## src/rtl/load_store_unit.sv

```systemverilog
// MEM-stage load/store unit: byte/half/word accesses to a 32-bit word memory.
// Sub-word stores are done as a read-modify-write of the containing word.
module load_store_unit (
    input  logic        clk,
    input  logic        rst,
    input  logic        req_valid,
    output logic        req_ready,
    input  logic        req_write,
    input  logic [1:0]  req_size,
    input  logic        req_signed,
    input  logic [31:0] req_addr,
    input  logic [31:0] req_wdata,
    output logic        resp_valid,
    output logic [31:0] resp_rdata,
    output logic        resp_err,
    output logic        mem_read,
    output logic        mem_write,
    output logic [31:0] mem_addr,
    output logic [31:0] mem_wdata,
    input  logic [31:0] mem_rdata
);

    typedef enum logic [2:0] {
        IDLE, LOAD, STORE, RMW_RD, RMW_WR, RESP
    } state_t;

    state_t      state_q, state_d;
    logic        write_q, write_d;
    logic        signed_q, signed_d;
    logic [1:0]  size_q, size_d;
    logic [31:0] addr_q, addr_d;
    logic [31:0] wdata_q, wdata_d;
    logic [31:0] rmw_q, rmw_d;
    logic [31:0] rdata_q, rdata_d;
    logic        err_q, err_d;
    logic        valid_q, valid_d;

    logic        req_err;
    logic [4:0]  lane_lsb;
    logic [7:0]  ld_byte;
    logic [15:0] ld_half;
    logic [31:0] ld_ext;
    logic [31:0] merged;

    always_comb begin
        req_err = (req_size == 2'b11)
                | ((req_size == 2'b01) & req_addr[0])
                | ((req_size == 2'b10) & (req_addr[1:0] != 2'b00));
    end

    // Little-endian lane select from the latched address
    always_comb begin
        lane_lsb = {addr_q[1:0], 3'b000};
        ld_byte  = mem_rdata[lane_lsb +: 8];
        ld_half  = addr_q[1] ? mem_rdata[31:16] : mem_rdata[15:0];
        case (size_q)
            2'b00:   ld_ext = {{24{signed_q & ld_byte[7]}}, ld_byte};
            2'b01:   ld_ext = {{16{signed_q & ld_half[15]}}, ld_half};
            default: ld_ext = mem_rdata;
        endcase
    end

    always_comb begin
        merged = rmw_q;
        case (size_q)
            2'b00: merged[lane_lsb +: 8] = wdata_q[7:0];
            2'b01: begin
                if (addr_q[1]) merged[31:16] = wdata_q[15:0];
                else           merged[15:0]  = wdata_q[15:0];
            end
            default: merged = rmw_q;
        endcase
    end

    always_comb begin
        state_d  = state_q;
        write_d  = write_q;
        signed_d = signed_q;
        size_d   = size_q;
        addr_d   = addr_q;
        wdata_d  = wdata_q;
        rmw_d    = rmw_q;
        rdata_d  = rdata_q;
        err_d    = err_q;
        valid_d  = 1'b0;
        case (state_q)
            IDLE: begin
                if (req_valid) begin
                    write_d  = req_write;
                    signed_d = req_signed;
                    size_d   = req_size;
                    addr_d   = req_addr;
                    wdata_d  = req_wdata;
                    if (req_err) begin
                        state_d = RESP;
                        rdata_d = 32'h0;
                        err_d   = 1'b1;
                        valid_d = 1'b1;
                    end else if (!req_write) begin
                        state_d = LOAD;
                    end else if (req_size == 2'b10) begin
                        state_d = STORE;
                    end else begin
                        state_d = RMW_RD;
                    end
                end
            end
            LOAD: begin
                state_d = RESP;
                rdata_d = ld_ext;
                err_d   = 1'b0;
                valid_d = 1'b1;
            end
            STORE, RMW_WR: begin
                state_d = RESP;
                rdata_d = 32'h0;
                err_d   = 1'b0;
                valid_d = 1'b1;
            end
            RMW_RD: begin
                state_d = RMW_WR;
                rmw_d   = mem_rdata;
            end
            RESP:    state_d = IDLE;
            default: state_d = IDLE;
        endcase
    end

    always_ff @(posedge clk) begin
        if (rst) begin
            state_q  <= IDLE;
            write_q  <= 1'b0;
            signed_q <= 1'b0;
            size_q   <= 2'b00;
            addr_q   <= 32'h0;
            wdata_q  <= 32'h0;
            rmw_q    <= 32'h0;
            rdata_q  <= 32'h0;
            err_q    <= 1'b0;
            valid_q  <= 1'b0;
        end else begin
            state_q  <= state_d;
            write_q  <= write_d;
            signed_q <= signed_d;
            size_q   <= size_d;
            addr_q   <= addr_d;
            wdata_q  <= wdata_d;
            rmw_q    <= rmw_d;
            rdata_q  <= rdata_d;
            err_q    <= err_d;
            valid_q  <= valid_d;
        end
    end

    // Strobes decode the state but are forced low in a reset cycle
    always_comb begin
        req_ready  = (state_q == IDLE);
        resp_valid = valid_q;
        resp_rdata = rdata_q;
        resp_err   = err_q;
        mem_read   = !rst & ((state_q == LOAD) | (state_q == RMW_RD));
        mem_write  = !rst & ((state_q == STORE) | (state_q == RMW_WR));
        mem_addr   = {addr_q[31:2], 2'b00};
        mem_wdata  = (state_q == STORE) ? wdata_q : merged;
    end

    // write_q is latched for completeness of the request record
    logic unused_ok;
    always_comb unused_ok = write_q;

endmodule

```

## config.mk

```make
export PLATFORM = sky130hd
export DESIGN_NAME = load_store_unit
export DESIGN_NICKNAME = d
export VERILOG_FILES = /design/src/rtl/load_store_unit.sv
export SDC_FILE = /design/constraint.sdc
export NUM_CORES = 1
export LEC_CHECK = 0
export ABC_CLOCK_PERIOD_IN_PS = 2830
export BUFFER_PORTS_ARGS = -buffer_cell sky130_fd_sc_hd__buf_4
export CORE_MARGIN = 1
export CORE_UTILIZATION = 30
export DETAILED_ROUTE_END_ITERATION = 12
export GPL_ROUTABILITY_DRIVEN = 0
export HOLD_SLACK_MARGIN = 0.12
export PLACE_DENSITY = 0.6
export SYNTH_ARGS = -nofsm -noshare
export SYNTH_HDL_FRONTEND = slang
export SYNTH_SLANG_ARGS = --single-unit
```

## constraint.sdc

```tcl
create_clock -name clk -period 2.83 [get_ports clk]
set_clock_uncertainty 0.2 [all_clocks]
set_input_delay 0.566 -clock clk [delete_from_list [all_inputs] [get_ports clk]]
set_output_delay 0.566 -clock clk [all_outputs]
set_load 0.02 [all_outputs]
```

==> Word-level counts from Yosys, hierarchy flattened <==
Cells that the tools add are included.
{ "op_classes": {"n_addsub": 1, "n_eq_ne": 10, "shift": 3, "muxes": 21, "bitwise_logic": 10, "reduce_logical": 11} }
{ "op_table": {"columns": ["operator", "count"], "rows": [
  ["32-bit case mux with 2 select lines", 2],
  ["32-bit 2-to-1 mux", 3],
  ["32-bit case mux with 3 select lines", 1],
  ["16-bit 2-to-1 mux", 3],
  ["32-bit bitwise mux", 1],
  ["8-bit by 7-bit variable shift with 32-bit output, first input constant", 1],
  ["32-bit by 6-bit variable part select with 8-bit output", 1],
  ["8-bit by 7-bit variable part select with 32-bit output", 1],
  ["3-bit case mux with 3 select lines", 1],
  ["5-bit negation with 7-bit output", 1],
  ["1-bit bitwise AND", 6],
  ["3-bit by 2-bit == test with 1-bit output, second input constant", 2],
  ["3-bit 2-to-1 mux", 2],
  ["3-bit AND reduction", 2],
  ["1-bit 2-to-1 mux", 5],
  ["2-bit by 1-bit == test with 1-bit output, second input constant", 2],
  ["2-bit == test, second input constant", 2],
  ["1-bit OR", 4],
  ["1-bit case mux with 2 select lines", 2],
  ["2-bit nonzero test", 2],
  ["3-bit by 1-bit == test with 1-bit output, second input constant", 1],
  ["3-bit == test, second input constant", 1],
  ["3-bit zero test", 1],
  ["3-bit nonzero test", 1],
  ["other kinds (8)", 8]
]} }
{ "totals": {"reg_bits": 136, "in_bits": 103, "wordCells": 65} }

==> Longest topological paths before layout <==
Gate-level depths: netlist of run 1.
{ "depth": {"ltp_word": 7, "depth_mapped": 9, "ltp_nobuf": 6} }

==> Worst setup path before layout of run 1 <==
No wires, ideal clock.
{ "synth_path": {"kind": "register -> output", "from": "reg addr_q[0]", "to": "out mem_wdata[30]", "arrival_ns": 2.616, "slack_ns": -0.552, "stages_incl_launch_ff": 9, "path_buffers": 2, "cell_sequence": "dfxtp_1 -> buf_2 -> clkinv_1 -> ha_1 -> clkbuf_1 -> nor4bb_1 -> a22o_1 -> a222oi_1 -> a21oi_1"} }
{ "synth_via": {"elab_chain_cells": 5} }
{ "synth_rtl": {"columns": ["element", "line", "text"], "rows": [
  ["start, declared", "31", "logic [31:0] addr_q, addr_d;"],
  ["start signal, assigned", "146", "addr_q <= addr_d;"],
  ["5-bit negation with 7-bit output (*)", "66", "2'b00: merged[lane_lsb +: 8] = wdata_q[7:0];"],
  ["8-bit by 7-bit variable part select with 32-bit output / 8-bit by 7-bit variable shift with 32-bit output (equally long branches)", "66", null],
  ["32-bit bitwise mux (*)", "66", null],
  ["32-bit case mux with 2 select lines (*)", "65", "case (size_q)"],
  ["32-bit 2-to-1 mux (*)", "164", "mem_wdata = (state_q == STORE) ? wdata_q : merged;"],
  ["end, declared", "19", "output logic [31:0] mem_wdata,"]
]} }
Mark *: on every way between the ends. The rest lies on a longest branch, timed or not.

==> Worst setup path after layout of run 1 <==
{ "layout_path": {"from": "reg addr_q[0]", "to": "out mem_wdata[22]"} }
The elaborated chain is that of the path after synthesis.

==> results of run 1 <==
-- stage by stage --
stage | util | hold slack, ns | setup TNS [ns] | cells | setup WS, ns
2_1_floorplan | - | 0.2360 | 0 | 804 | 0.007981
3_3_place_gp | 0.3844 | 0.2424 | 0 | 1212 | 0.07246
3_5_place_dp | 0.3844 | 0.2468 | 0 | 1212 | 0.05528
4_1_cts | 0.4255 | 0.1750 | -2.619 | 1252 | -0.1503
5_1_grt | 0.4294 | 0.1811 | -4.003 | 1251 | -0.2406
6_report | 0.4294 | 0.1903 | -1.803 | 1251 | -0.1669
-- how the worst max path moves through the flow --
| stage | to | slack (ns) | depth (start not counted) |
|---|---|---|---|
| 6_report | mem_wdata[22] | -0.17 | 8 |
| 5_1_grt | mem_wdata[29] | -0.24 | 9 |
| 4_1_cts | mem_wdata[28] | -0.15 | 9 |
| 3_5_place_dp | mem_wdata[7] | 0.06 | 7 |
| 3_3_place_gp | mem_wdata[7] | 0.07 | 7 |
| 2_1_floorplan | mem_wdata[30] | 0.008 | 8 |
-- worst min-delay path, cell delays in order --
cell and delay, ns:
buf_4 0.11, nand2_1 0.04, a21oi_1 0.05
-- cell usage after synthesis (8+ instances only) --
master / n
a22oi_1: 8
nor2_1: 25
mux2i_1: 8
dfxtp_1: 136
o2bb2ai_1: 15
buf_4: 33
o21ai_0: 11
a21oi_1: 138
a41o_1: 8
nor2b_1: 20
clkbuf_1: 44
buf_2: 14
a222oi_1: 13
nand2_1: 203
a221o_2: 17
a22o_1: 17
-- per-layer routing --
layer / track usage / share of wire
met1: 0.2685 / 0.43
met2: 0.3380 / 0.48
met3: 0.04543 / 0.071
met4: 0.06364 / 0.019
met5: 0 / 0
-- sequential cells by signal, summed over array words and instances (netlist names) --
name,flops
state_q,3
size_q,2
signed_q,1
wdata_q,32
rmw_q,32
resp_err,1
resp_valid,1
addr_q,32
resp_rdata,32
-- final cells by class --
type	count	area (um^2)	share of cell area
inverters	7	36.28	0.003982
flip-flops and latches	136	2733	0.2999
repair buffers	238	1868	0.2050
clock inverters	15	214.0	0.02348
well taps	275	344.1	0.03776
multi-input cells	563	3492	0.3832
clock buffers	17	425.4	0.04668
-- timing repair --
item,4_1_cts,5_1_grt
resized for setup,46,27
cloned,1,0
setup buffers,7,1
setup endpoints to repair,32,32
pin swaps,23,27
-- cell families after synthesis --
| logic type | after synthesis | share of synthesized area |
|---|---|---|
| AND/OR/NAND/NOR | 282 | 0.1960 |
| flip-flops | 136 | 0.4161 |
| multiplexers | 11 | 0.01912 |
| XOR/XNOR | 1 | 0.001339 |
| buffers and inverters | 105 | 0.08547 |
| AO/OA/AOI/OAI | 262 | 0.2719 |
| adder cells (fa/ha/maj) | 5 | 0.009560 |
| other | 1 | 0.0005731 |
-- power breakdown --
group	leakage [nW]	internal [mW]	switching, mW	total (mW)
Clock	0.311	1.50	0.925	2.42
Combinational	2.31	0.415	0.570	0.984
Sequential	1.11	2.01	0.0910	2.10
==> results.py, run 1 <==
metrics = {
    "global_route": {
        "grt_usage": 0.2062,
        "grt_antenna_before_repair": 0,
        "first_global_vias": 6207,
        "grt-ovfl-total": 0,
        "grt_pass1_wl_um": 35380,
        "grt_max_degree": 72,
    },
    "timing": {
        "slew_viol_final": 0,
        "min_period_over_period": 1.059,
        "max_freq_mhz": 333.7,
        "min_period_ns": 2.997,
        "rsz0062_at_grt": "true",
        "relSlewSlack": 0.4151,
        "timing.final.hold_violations": 0,
        "fin_ws_ns": -0.1669,
        "worstMarginPinSlew_ns": 0.8737,
        "finalSetupViolCount": 24,
    },
    "route": {
        "routedWlPerCell_um": 18.45,
        "drc_errors": 0,
        "viasPerCell": 5.184,
        "vias": 6485,
        "ant_nets": 0,
        "drt_iter0_drc": 501,
        "wirelength_um": 23080,
        "first_pass_iters": 8,
    },
    "floorplan": {
        "ios": 204,
        "dieHeight_um": 149.7,
        "start_util": 0.3084,
        "die_w_um": 149.7,
        "rows": 53,
        "fp.coreArea_mm2": 0.02122,
        "die-area_mm2": 0.02241,
    },
    "cells_and_area": {
        "antenna_cells": 0,
        "final_area_mm2": 0.009112,
        "fillers": 2139,
        "syn2layout_area_growth_pct": 39.25,
        "final_cell_mix": "buf_4, nand2_1, dfxtp_1",
        "nets": 1071,
        "layout_commonest_cell": "buf_4",
        "drive_gt1_frac": 0.3607,
    },
    "logic_synthesis": {
        "synthCells": 803,
        "yosysSeqAreaShare": 0.4161,
        "ys_ff_latch": 136,
        "synth_cell_types": 55,
        "synth_top_area_cell": "dfxtp_1",
        "ys_top_cells_by_area": "dfxtp_1, nand2_1, a21oi_1, buf_4, a221o_2",
        "synthFlopType": "dfxtp_1",
        "synth.top_cell.area_share": 0.4161,
        "synth_area_mm2": 0.006544,
        "ys.warnings.count": 0,
        "async_reset_ff_frac": 0,
        "syn_area_per_cell_um2": 8.149,
        "synth-edff-count": 0,
    },
    "critical_path": {
        "crit_chain": "inv_8, ha_4, buf_8, buf_4, a41o_1, a222oi_1, a21oi_1, buf_4",
        "critPathLaunchType": "register",
        "ff2ff_path_depth": 6,
        "crit_type": "reg2out",
        "setup.worst_path.start": "addr_q[0]$_SDFFE_PP0P_",
        "path_delay_family": "compound AO/OA/AOI/OAI gates",
        "cpMostUsedCell": "buf_4",
        "path_buf_inv": 4,
        "cp_slowest_stage_delay_ns": 0.39,
        "r2r_slack_ns": 0.41,
        "reg2reg_from": "addr_q[1]$_SDFFE_PP0P_",
        "r2r-end": "resp_rdata[19]$_SDFFE_PP0P_",
        "end_kind": "primary output",
        "worst-path-max-fanout": 5,
        "worst_ep_arrival_time_ns": 2.23,
        "worstPathRequired_ns": 2.06,
        "critPathSlowestCell": "dfxtp_4",
    },
    "status": {
        "outcome": "finished with violations",
        "violations": "setup timing",
    },
    "worst_hold_path": {
        "holdPathStages": 3,
        "hp-class": "in2reg",
        "hp-start": "req_addr[22]",
        "min_to": "addr_q[22]$_SDFFE_PP0P_",
    },
    "place": {
        "io_buffers": 201,
        "dpl_cell_area_mm2": 0.008157,
        "dp_hpwl_um": 16430,
    },
    "power": {
        "powerDensity_mw_per_mm2": 604.7,
        "ir_worst_vdd_mv": 0.4276,
        "p_total_mw": 5.511,
        "leakagePower_nw": 3.728,
    },
    "clock_network": {
        "ctsRootBufferMaster": "clkbuf_16",
        "numClockSinks": 136,
        "cts_buffer_depth": 2,
        "htree_levels": 4,
        "cts_tree": "done",
        "cts_buffers": 17,
        "cts_hold_buf": 0,
        "clkTransAtPathRegs_ns": 0.06,
        "clk_latency_ns": 0.42,
    },
    "job": {
        "drv_cap": 0,
    },
}
Note: power is estimated with default switching activity, not from simulation.
==> inputs of run 2 (changes only) <==
Settings changed: BUFFER_PORTS_ARGS -buffer_cell sky130_fd_sc_hd__buf_4 to unset, DONT_BUFFER_PORTS set to 1, PLACE_DENSITY 0.6 to 0.52.
==> run 2 against run 1 <==
The flow still finishes with violations (setup timing). Die area is the same. Wire length grew 3.2%. Core utilization shrank 1.5 points.
==> results.py, run 2 (same netlist as run 1, synthesis figures left out) <==
metrics = {
    "status": {
        "outcome": "finished with violations",
        "violations": "setup timing",
    },
    "clock_network": {
        "htree_levels": 4,
        "cts_buffers": 17,
        "numClockSinks": 136,
        "cts_buffer_depth": 2,
        "ctsRootBufferMaster": "clkbuf_16",
        "clk_latency_ns": 0.42,
        "cts_tree": "done",
        "clkTransAtPathRegs_ns": 0.07,
    },
    "route": {
        "vias": 6320,
        "wirelength_um": 23820,
        "ant_nets": 0,
        "first_pass_iters": 5,
        "drt_iter0_drc": 471,
        "routedWlPerCell_um": 20.17,
        "viasPerCell": 5.351,
        "drc_errors": 0,
    },
    "cells_and_area": {
        "final_cell_mix": "nand2_1, dfxtp_1, a21oi_1",
        "nets": 1001,
        "syn2layout_area_growth_pct": 34.53,
        "antenna_cells": 0,
        "multiInputGateArea_mm2": 0.003488,
        "fillers": 2152,
        "layout_commonest_cell": "nand2_1",
        "drive_gt1_frac": 0.1921,
        "seq_area_mm2": 0.002730,
        "final_area_mm2": 0.008803,
    },
    "critical_path": {
        "worst_ep_arrival_time_ns": 2.22,
        "crit_end": "mem_wdata[29]",
        "worst-path-max-fanout": 4,
        "r2r-end": "resp_rdata[20]$_SDFFE_PP0P_",
        "crit_type": "reg2out",
        "end_kind": "primary output",
        "ff2ff_path_depth": 5,
        "critPathLaunchType": "register",
        "worstPathRequired_ns": 2.06,
        "reg2reg_from": "state_q[0]$_SDFFE_PP0P_",
        "setup.worst_path.start": "addr_q[0]$_SDFFE_PP0P_",
        "r2r_slack_ns": 0.32,
    },
    "timing": {
        "relSlewSlack": 0.3829,
        "finalSetupViolCount": 20,
        "rsz0062_at_grt": "true",
        "max_freq_mhz": 334.4,
        "min_period_ns": 2.990,
        "timing.final.hold_violations": 0,
        "fin_ws_ns": -0.1605,
        "min_period_over_period": 1.057,
        "worstMarginPinSlew_ns": 0.9217,
        "slew_viol_final": 0,
    },
    "power": {
        "powerDensity_mw_per_mm2": 585.1,
        "ir_worst_vdd_mv": 0.4218,
        "leakagePower_nw": 3.285,
        "p_total_mw": 5.151,
    },
    "global_route": {
        "grt_busiest_layer": "met2",
        "grt_use_met1": 0.2544,
        "grt_usage": 0.2111,
        "first_global_vias": 6223,
        "grt-ovfl-total": 0,
        "use_met2": 0.3537,
        "grt_pass1_wl_um": 35930,
        "grt_antenna_before_repair": 0,
        "grt_max_degree": 105,
        "grtUsageMet3": 0.05915,
    },
    "floorplan": {
        "ios": 204,
        "start_util": 0.3084,
        "fp.coreArea_mm2": 0.02122,
        "die_w_um": 149.7,
        "rows": 53,
        "dieHeight_um": 149.7,
        "die-area_mm2": 0.02241,
    },
    "worst_hold_path": {
        "holdPathStages": 2,
        "hp-class": "in2reg",
    },
    "place": {
        "place_ws_ns": 0.04427,
        "dp_hpwl_um": 15980,
        "dpl_cell_area_mm2": 0.006885,
        "io_buffers": 0,
    },
    "job": {
        "drv_cap": 0,
    },
}
-- run 2: changes by cell type in the layout (fill, tap and decap cells not counted), sizes merged --
cell	previous run	this run
bufinv	4	0
dlygate4sd3	0	101
inv	13	15
buf	238	67
clkinvlp	1	3
-- run 2: metal layers --
metal	vias to the layer above	part of all wire
met5	-	0
met3	53	0.068
li1	3016	-
met4	0	0.029
met1	3013	0.42
met2	238	0.48
-- run 2: layout make-up --
class	count	share of cell area
Multi-Input combinational cell	563	0.3962
Sequential cell	136	0.3101
Timing Repair Buffer	168	0.1877
Clock buffer	17	0.04832
Tap cell	275	0.03908
Clock inverter	15	0.01492
Inverter	7	0.003553
-- run 2: through the flow --
step	TNS, ns	hold WS (ns)	instances	utilization
3_5_place_dp	0	0.2404	1039	0.3245
2_1_floorplan	0	0.2360	804	-
5_1_grt	-4.346	0.1556	1181	0.4149
4_1_cts	-2.120	0.1424	1180	0.4117
6_report	-1.435	0.1492	1181	0.4149
3_3_place_gp	0	0.2376	1039	0.3245
-- run 2: worst min-delay path by stage --
stage                                              to  slack, ns                   from
final                     resp_rdata[14]$_SDFFE_PP0P_       0.15          mem_rdata[14]
after global routing       resp_rdata[9]$_SDFFE_PP0P_       0.16           mem_rdata[9]
after CTS                 resp_rdata[14]$_SDFFE_PP0P_       0.14          mem_rdata[14]
after detailed placement        rmw_q[5]$_SDFFE_PP0P_       0.24  rmw_q[5]$_SDFFE_PP0P_
after global placement          rmw_q[5]$_SDFFE_PP0P_       0.24  rmw_q[5]$_SDFFE_PP0P_
after floorplan                 rmw_q[0]$_SDFFE_PP0P_       0.24  rmw_q[0]$_SDFFE_PP0P_
-- run 2: critical path, cell delays in order (launching register included) --
cell	delay, ns
dfxtp_4	0.37
clkinv_4	0.07
ha_4	0.31
nor4bb_4	0.05
buf_4	0.15
a22o_1	0.17
a222oi_1	0.41
a21oi_2	0.12
buf_6	0.16
-- run 2: report_power, final --
part,internal [mW],switching [mW]
Combinational,0.380,0.474
Clock,1.15,0.962
Sequential,2.01,0.169
-- run 2: repair_timing --
action	CTS	global route
buffers inserted	7	1
hold buffers	102	0
pin swaps	17	9
hold endpoints to repair	120	0
gates resized for setup	53	13
setup endpoints to repair	32	32
==> inputs of run 3 (changes only) <==
Settings changed: ABC_AREA set to 1.
==> run 3 against run 2 <==
The run ends with DRC left. Die area grew 3.3%. Flip-flop and latch count is the same. Sequential share of layout area grew 0.38 points. Worst setup slack gained 0.20 ns. Synthesized cell count grew 24%. Cell count grew 13%. Global-route usage shrank 0.80 points. Hold slack lost 0.018 ns. Clock power grew 23%. Combinational power grew 130%. Register-to-register slack gained 0.41 ns. Critical path type unchanged. Critical endpoint is now mem_wdata[16].
==> results.py, run 3 <==
metrics = {
    "critical_path": {
        "end_kind": "primary output",
        "worst-path-max-fanout": 8,
        "worst_ep_arrival_time_ns": 2.03,
        "critPathLaunchType": "register",
        "crit_type": "reg2out",
        "worstPathRequired_ns": 2.06,
    },
    "status": {
        "violations": "DRC",
        "outcome": "finished with violations",
    },
    "floorplan": {
        "rows": 54,
        "fp.coreArea_mm2": 0.02196,
        "start_util": 0.3079,
        "die_w_um": 152.1,
        "dieHeight_um": 152.1,
        "die-area_mm2": 0.02314,
        "ios": 204,
    },
    "timing": {
        "min_period_ns": 2.793,
        "worstMarginPinSlew_ns": 0.6100,
        "relSlewSlack": 0.5927,
        "rsz0062_at_grt": "true",
        "min_period_over_period": 0.9870,
        "finalSetupViolCount": 0,
        "max_freq_mhz": 358.0,
        "slew_viol_final": 0,
        "timing.final.hold_violations": 0,
    },
    "global_route": {
        "grt-ovfl-total": 0,
        "grt_max_degree": 89,
        "grt_antenna_before_repair": 0,
        "grt_usage": 0.2030,
        "grt_pass1_wl_um": 36200,
        "first_global_vias": 6267,
    },
    "logic_synthesis": {
        "synth-edff-count": 0,
        "async_reset_ff_frac": 0,
        "synth_top_area_cell": "dfxtp_1",
        "synthTopCellsByCount": "nand2_1, o21ai_0, dfxtp_1",
        "yosysMostFrequentCell": "nand2_1",
        "synthCells": 995,
        "ys.warnings.count": 0,
        "synth_cell_types": 30,
        "synthFlopType": "dfxtp_1",
        "ys_top_cells_by_area": "dfxtp_1, o21ai_0, nand2_1, a21oi_1, inv_1",
        "synth.top_cell.area_share": 0.4027,
        "synth_area_mm2": 0.006760,
        "yosysSeqAreaShare": 0.4027,
        "syn_area_per_cell_um2": 6.794,
        "ys_ff_latch": 136,
    },
    "worst_hold_path": {
        "hp-class": "in2reg",
    },
    "place": {
        "dp_hpwl_um": 16910,
        "dpl.cell_count": 1241,
        "io_buffers": 0,
    },
    "route": {
        "vias": 6711,
        "drc_errors": 22,
        "ant_nets": 0,
        "viasPerCell": 5.042,
        "drt_iter0_drc": 551,
        "routedWlPerCell_um": 17.88,
        "first_pass_iters": 9,
        "wirelength_um": 23790,
    },
    "clock_network": {
        "cts_buffer_depth": 2,
        "clk_latency_ns": 0.42,
        "ctsRootBufferMaster": "clkbuf_16",
        "htree_levels": 4,
        "cts_buffers": 17,
        "numClockSinks": 136,
        "clkTransAtPathRegs_ns": 0.06,
        "cts_tree": "done",
    },
    "cells_and_area": {
        "final_cell_mix": "nand2_1, a21oi_1, dfxtp_1",
        "finalNonFillerCells": 1331,
        "syn2layout_area_growth_pct": 28.54,
        "layout_commonest_cell": "nand2_1",
        "nets": 1147,
        "antenna_cells": 0,
        "drive_gt1_frac": 0.1618,
    },
    "job": {
        "drv_cap": 0,
    },
    "power": {
        "leakagePower_nw": 3.472,
        "ir_worst_vdd_mv": 0.4389,
        "p_total_mw": 7.082,
        "powerDensity_mw_per_mm2": 815.0,
    },
}
[run 3: cell types whose count changed after synthesis, moves of 13 or more]
cell	delta
nor2_1	+64
nand2_1	-19
o2bb2ai_1	-15
nor2b_1	-20
o22ai_1	+36
a22o_1	-17
a221o_2	-17
inv_1	+105
nand3_1	+16
a222oi_1	-13
o21ai_0	+135
[run 3: layer usage]
layer  part of all wire  track usage
met1               0.45       0.2726
met5                  0            0
met2               0.45       0.3134
met3              0.090      0.06332
met4              0.011      0.05345
[run 3: cell families (layout without fill, tap and decap cells)]
group | after synthesis | after routing | synth area share
flops | 136 | 136 | 0.4027
simple gates | 299 | 299 | 0.1756
compound gates | 340 | 340 | 0.2669
other cells | 1 | 2 | 0.0005547
fa+ha+maj | 5 | 5 | 0.009254
buf+inv | 214 | 269 | 0.1449
[run 3: report_power, final]
group          switching (mW)  internal [mW]
registers               0.362           2.19
logic                    1.27          0.647
clock network           0.889           1.72
total                    2.52           4.56
[run 3: per-stage QoR]
stage	hold slack, ns	util	TNS, ns	setup slack, ns	cell area (um^2)
2_1_floorplan	0.2298	-	0	0.1965	6764
3_3_place_gp	0.2491	0.3218	0	0.3114	7066
3_5_place_dp	0.2512	0.3218	0	0.2838	7066
4_1_cts	0.1219	0.3827	-0.002502	-0.001807	8403
5_1_grt	0.1322	0.3957	-0.3331	-0.04631	8690
6_report	0.1312	0.3957	0	0.03682	8690
[run 3: worst max-delay path: stages (launching register included)]
cell and delay (ns):
dfxtp_2 0.34, inv_2 0.06, ha_4 0.29, inv_4 0.04, nor2_4 0.15, nand3_4 0.17, o22ai_2 0.18, nand2_1 0.08
a22oi_2 0.16, buf_6 0.14
[run 3: final timing paths]
path	end	cells after the start	startpoint	slack, ns
worst max-delay path	mem_wdata[16]	9	addr_q[1]$_SDFFE_PP0P_	0.04
worst min-delay path	rmw_q[2]$_SDFFE_PP0P_	2	mem_rdata[2]	0.13
worst max register to register	resp_rdata[31]$_SDFFE_PP0P_	9	addr_q[0]$_SDFFE_PP0P_	0.73
worst min register to register	wdata_q[26]$_SDFFE_PP0P_	2	wdata_q[26]$_SDFFE_PP0P_	0.28
[run 3: cell type report]
type	instances	area, um^2
clock buffer	20	466.7
clock inverter	11	217.7
fill	2283	13270
inverter	118	457.9
multi-input combinational	646	3332
sequential	136	2728
tap	280	350.3
timing repair buffer	119	1130
timing repair inverter	1	7.507
[run 3: what timing repair did]
action	in CTS	in global routing
setup buffers	2	3
endpoints found under the hold margin	86	0
hold buffers	53	0
resized for setup	35	63
pin swaps	1	14
cloned	1	0
endpoints found under the setup margin	25	32
